`src/rtl/overlay_mac_sequencer.sv`:
```
// overlay_mac_sequencer
// Job-level controller for the C3x2/F2 27x18 MAC overlay. Takes a dot-product
// job, streams operand beats into the overlay, closes the accumulation loop
// through ovl_result_2, and returns the final 45-bit sum plus SIMD carry.
// Optional feature: define OVL_SEQ_BIAS_EN to add a start_bias input that
// seeds the accumulation (and is the result of a zero-length job).
module overlay_mac_sequencer #(
   parameter int LEN_W   = 16,
   parameter int OVL_LAT = 3
) (
   input  logic             clk,
   input  logic             reset,
   input  logic             start_valid,
   output logic             start_ready,
   input  logic [LEN_W-1:0] start_len,
   input  logic [1:0]       start_mode,
   input  logic             start_a_sign,
   input  logic             start_b_sign,
`ifdef OVL_SEQ_BIAS_EN
   input  logic [44:0]      start_bias,
`endif
   input  logic             in_valid,
   output logic             in_ready,
   input  logic [53:0]      in_a,
   input  logic [53:0]      in_b,
   output logic [1:0]       ovl_mode,
   output logic [53:0]      ovl_a,
   output logic [53:0]      ovl_b,
   output logic             ovl_a_sign,
   output logic             ovl_b_sign,
   output logic [44:0]      ovl_result_2,
   output logic             ovl_cin,
   input  logic [44:0]      ovl_s,
   input  logic [15:0]      ovl_carry,
   output logic             res_valid,
   input  logic             res_ready,
   output logic [44:0]      res_sum,
   output logic [15:0]      res_carry,
   output logic             busy
);

   typedef enum logic [1:0] {IDLE, RUN, DRAIN, DONE} state_t;

   // Tag pipe length: its tail lines up with the overlay ALU stage.
   localparam int TAG_STAGES = OVL_LAT - 1;

   // Tag bit positions: {vld, first, last}
   localparam int TAG_VLD   = 2;
   localparam int TAG_FIRST = 1;
   localparam int TAG_LAST  = 0;

   state_t                     state;
   state_t                     state_next;
   logic   [LEN_W-1:0]         cnt;
   logic                       first_pending;
   logic   [TAG_STAGES-1:0][2:0] tag_pipe;
   logic   [2:0]               tag_tail;
   logic                       drain_cap;
   logic   [44:0]              first_feedback;
   logic                       start_fire;
   logic                       beat_fire;
   logic                       last_beat;
   logic                       len_zero;

   assign start_fire = start_valid & start_ready;
   assign beat_fire  = in_valid & in_ready;
   assign last_beat  = beat_fire && (cnt == LEN_W'(1));
   assign len_zero   = (start_len == '0);
   assign tag_tail   = tag_pipe[TAG_STAGES-1];
   assign ovl_cin    = 1'b0;

`ifdef OVL_SEQ_BIAS_EN
   logic [44:0] bias_q;

   // Hold the job's bias so the first beat (or an empty job) can use it.
   always_ff @(posedge clk) begin
      if (reset) begin
         bias_q <= '0;
      end else if (start_fire) begin
         bias_q <= start_bias;
      end
   end

   assign first_feedback = bias_q;
`else
   assign first_feedback = '0;
`endif

   // State register.
   always_ff @(posedge clk) begin
      if (reset) begin
         state <= IDLE;
      end else begin
         state <= state_next;
      end
   end

   // Next-state logic: an empty job skips straight to DONE.
   always_comb begin
      state_next = state;
      case (state)
         IDLE:    if (start_fire) state_next = len_zero ? DONE : RUN;
         RUN:     if (last_beat) state_next = DRAIN;
         DRAIN:   if (drain_cap) state_next = DONE;
         DONE:    if (res_ready) state_next = IDLE;
         default: state_next = IDLE;
      endcase
   end

   // Handshake and status outputs decoded from the state.
   always_comb begin
      start_ready = 1'b0;
      in_ready    = 1'b0;
      res_valid   = 1'b0;
      busy        = 1'b1;
      case (state)
         IDLE: begin
            start_ready = 1'b1;
            busy        = 1'b0;
         end
         RUN:     in_ready  = 1'b1;
         DONE:    res_valid = 1'b1;
         default: ;
      endcase
   end

   // Job bookkeeping: overlay mode/signs stay fixed for the whole job; an
   // empty job leaves the overlay configuration untouched.
   always_ff @(posedge clk) begin
      if (reset) begin
         cnt           <= '0;
         first_pending <= 1'b0;
         ovl_mode      <= '0;
         ovl_a_sign    <= 1'b0;
         ovl_b_sign    <= 1'b0;
      end else if (start_fire) begin
         cnt           <= start_len;
         first_pending <= 1'b1;
         if (!len_zero) begin
            ovl_mode   <= start_mode;
            ovl_a_sign <= start_a_sign;
            ovl_b_sign <= start_b_sign;
         end
      end else if (beat_fire) begin
         cnt           <= cnt - LEN_W'(1);
         first_pending <= 1'b0;
      end
   end

   // Operand drive: bubbles push zeros so the overlay adds a zero product.
   always_ff @(posedge clk) begin
      if (reset) begin
         ovl_a <= '0;
         ovl_b <= '0;
      end else if (beat_fire) begin
         ovl_a <= in_a;
         ovl_b <= in_b;
      end else begin
         ovl_a <= '0;
         ovl_b <= '0;
      end
   end

   // Tag pipe follows each driven cycle down to the overlay ALU stage.
   always_ff @(posedge clk) begin
      if (reset) begin
         tag_pipe  <= '0;
         drain_cap <= 1'b0;
      end else begin
         tag_pipe[0] <= {beat_fire, beat_fire & first_pending, last_beat};
         for (int i = 1; i < TAG_STAGES; i++) begin
            tag_pipe[i] <= tag_pipe[i-1];
         end
         drain_cap <= tag_tail[TAG_VLD] & tag_tail[TAG_LAST];
      end
   end

   // Accumulator feedback: restart on the first beat, otherwise add onto
   // the running S_reg (bubbles included, their product being zero).
   always_comb begin
      ovl_result_2 = '0;
      if (state == RUN || state == DRAIN) begin
         if (tag_tail[TAG_VLD] && tag_tail[TAG_FIRST]) begin
            ovl_result_2 = first_feedback;
         end else begin
            ovl_result_2 = ovl_s;
         end
      end
   end

   // Result capture: once the last beat has landed in S_reg, or at the
   // start of an empty job; held until the result handshake.
   always_ff @(posedge clk) begin
      if (reset) begin
         res_sum   <= '0;
         res_carry <= '0;
      end else if (start_fire && len_zero) begin
         res_sum   <= first_feedback_start();
         res_carry <= '0;
      end else if (state == DRAIN && drain_cap) begin
         res_sum   <= ovl_s;
         res_carry <= ovl_carry;
      end
   end

   // Value an empty job returns: the incoming bias (if enabled) or zero.
   function automatic logic [44:0] first_feedback_start();
`ifdef OVL_SEQ_BIAS_EN
      return start_bias;
`else
      return 45'd0;
`endif
   endfunction

endmodule

```
`config.mk`:
```
export PLATFORM = sky130hd
export DESIGN_NAME = overlay_mac_sequencer
export DESIGN_NICKNAME = d
export VERILOG_FILES = /design/src/rtl/overlay_mac_sequencer.sv
export SDC_FILE = /design/constraint.sdc
export NUM_CORES = 1
export LEC_CHECK = 0
export ABC_AREA = 1
export CAP_MARGIN = 0
export CORE_AREA = 5 5 161 163
export DETAILED_ROUTE_END_ITERATION = 12
export DIE_AREA = 0 0 166 168
export PLACE_DENSITY = 0.69
export SYNTH_ARGS = -nofsm -noshare
export SYNTH_HDL_FRONTEND = slang
export SYNTH_SLANG_ARGS = --single-unit
export TNS_END_PERCENT = 100
```
`constraint.sdc`:
```
create_clock -name clk -period 1.67 [get_ports clk]
set_input_delay 0.334 -clock clk [delete_from_list [all_inputs] [get_ports clk]]
set_output_delay 0.334 -clock clk [all_outputs]
set_load 0.02 [all_outputs]
```
==> results.yml <==
finish:
  drive_above_1_share: 0.201
  layout.nets: 1665
  fillers: 2191
  num_antenna_cells: 0
  final_core_util: 0.559
  area_growth_pct: 83.1
status:
  violations: "negative setup slack"
  status: "finished with violations"
worst_setup_path:
  path_class: "reg -> out"
  crit_buf_inv: 4
  critical_path.max_stage_delay_ps: 340
  cp-start-kind: "flop"
  crit_family: "buffers and inverters"
  critical_path.cell_chain: "inv_2 > ha_4 > buf_12 > clkbuf_16 > nand2_4 > nor2_4 > buf_6"
  crit_path_max_fanout: 5
  worstPathRequired_ps: 1340
  arrival_ps: 1740
  worst_setup_path_end_kind: "primary output"
  cp_slowest_cell: "dfxtp_2"
placement:
  hpwlAfterDp_microns: 21000
  globalplace.congestion: 0.884
  portBuffers: 415
  dp_slack_ps: -461
synth:
  synth-edff-count: 0
  synthTopCellsByArea: "dfxtp_1 54%, nor2_1 10%, nand2_1 8.5%"
  seq_area_frac_synth: 0.539
  synth-seq-cells: 199
  async_reset_ff_frac: 0
  synth_ff_type: "dfxtp_1"
  synth.distinct_cells: 30
  syn_area_per_cell_sq_um: 7.59
  yosys.area.top_type: "dfxtp_1"
  synthesis.area_sq_um: 7380
  syn-instance-count: 973
  yosysMostFrequentCell: "dfxtp_1"
  yosysWarnings: 0
  synth.top_cell.area_share: 0.539
  synth_common_cells: "199 x dfxtp_1, 196 x nor2_1, 168 x nand2_1"
  synth_nets: 1173
power:
  leakagePower_uw: 0.00668
  power_density_nw_per_um2: 1190
  clock_power_share: 0.258
  internal-power_uw: 10300
  p_sw_uw: 5870
  p_sw_frac: 0.364
  p_total_uw: 16100
  power.share.sequential: 0.324
  p_comb_frac: 0.417
  ir_drop_uv: 937
grt:
  grt-ovfl-total: 0
  antenna_found_initial: 0
  first_global_vias: 7861
  grt_max_degree: 49
  grt_pass1_wl_microns: 42600
  track_usage: 0.189
floorplan:
  die_x_microns: 166
  core_area_sq_um: 24200
  die_h_microns: 168
  dieArea_sq_um: 27900
  ioPinCount: 417
  fp-row-count: 57
  initial_utilization: 0.305
timing:
  worst_slack_ps: -401
  grt_setup_unrepaired: "yes"
  min_period_ps: 2070
  post-route-period-util: 1.24
  setup-tns-final_ps: -15530
  fin_skew_ps: 20.3
  hold_ws_ps: 409
  drv_slew: 0
  hold_viol: 0
  fmax_mhz: 483
  setup_violations: 45
drt:
  route.detailed.drc: 0
  vias: 7850
  first_iter_violations: 272
  ant_nets: 0
  vias_per_cell: 4.36
  wl_microns: 27700
  firstDrtPassIters: 4
  wl_per_cell_microns: 15.3
clock_tree:
  ctsLongestPathBuffers: 2
  cts_buffers: 17
  cts_tree: "yes"
  root_buffer: "clkbuf_16"
  cts_max_level: 4
  cts_hold_buf: 0
  clkTransAtPathRegs_ps: 80
  clkSinkCount: 199
  insertion_delay_ps: 430
job:
  maxCapViolCount: 0
hold_path:
  hp-class: "reg -> reg"
-- power groups by stage --
stage          sequential, uW  combinational (uW)  clock (uW)
2_1_floorplan            5580                2880           0
5_1_grt                  5280                7210        4530
3_3_place_gp             5340                5690           0
3_5_place_dp             5350                5770           0
6_report                 5240                6730        4170
4_1_cts                  5240                6500        4300
-- layout make-up --
type	instances	area (sq um)	share of cell area
clock buffers	17	425	0.0315
clock inverters	15	179	0.0132
inverters	148	559	0.0414
multi-input cells	572	2920	0.216
flip-flops and latches	199	3990	0.295
well taps	324	405	0.0300
repair buffers	527	5040	0.373
-- worst register-to-register path: stages, from the launching register on --
cell and delay [ps]:
dfxtp_2 330, inv_2 70, buf_4 120, ha_4 140
nand2_2 70, buf_6 140, nor3_2 90, nand3_1 120
nand2_2 110, nand2_1 70, nand2_1 70, nand2_1 40
nor2_1 80
-- cell usage in the layout (no fill, tap or decap), types with 10 or more instances in the layout --
cell type and n:
dlygate4sd2_1 173, buf_12 13, nor2_4 25, dfxtp_1 196, a21oi_1 66, a21oi_2 10, nor2_2 23, buf_4 99
inv_1 144, nand3_1 84, buf_6 42, clkdlybuf4s50_1 193, nor2_1 155, nand2_1 138, clkbuf_16 19, nand2_2 29
-- per-layer routing --
metal,GRT usage,vias to the layer above,share of wire,routed length (microns)
met4,0.0477,0,0.020,563
met3,0.0685,33,0.089,2450
met1,0.204,3552,0.38,10500
met2,0.351,321,0.51,14200
li1,-,3944,-,-
met5,0,-,0,0
-- final timing paths --
kind	start	end	cells past startpoint	slack, ps
worst min-delay path	tag_tail[0]	drain_cap	2	410
worst min register to register	tag_tail[0]	drain_cap	2	410
worst max-delay path	state[1]	ovl_result_2[11]	7	-400
worst max register to register	state[1]	state[1]	12	140
-- timing repair --
item	4_1_cts	5_1_grt
pin swaps	4	23
cloned	3	2
buffers inserted	3	0
gates resized for setup	479	27
setup endpoints to repair	223	78
-- per-stage QoR --
| step | std cells | cell area [sq um] |
|---|---|---|
| final | 1802 | 13500 |
| after global routing | 1802 | 13500 |
| after CTS | 1801 | 13400 |
| after detailed placement | 1763 | 12800 |
| after global placement | 1763 | 12800 |
| after floorplan | 973 | 7600 |
-- sequential cells by signal, summed over array words and instances (netlist names), 2 cells and up --
name and cells:
ovl_a 54, ovl_b 54, res_sum 45, cnt 16, res_carry 16, tag_pipe 3
tag_tail 3, ovl_mode 2, state 2
-- kinds of logic (layout without fill, tap and decap cells) --
kind of cell | after synthesis | in the layout | share of synthesized area
xor gates and xnor gates | 4 | 4 | 0.00475
DFF | 199 | 199 | 0.539
and+or+nand+nor | 465 | 465 | 0.258
adders and majority gates | 6 | 6 | 0.0102
buffers and inverters | 202 | 707 | 0.113
AOI/OAI and AO/OA | 96 | 96 | 0.0751
other | 1 | 1 | 0.000508
Note: power is estimated with default switching activity, not from simulation.
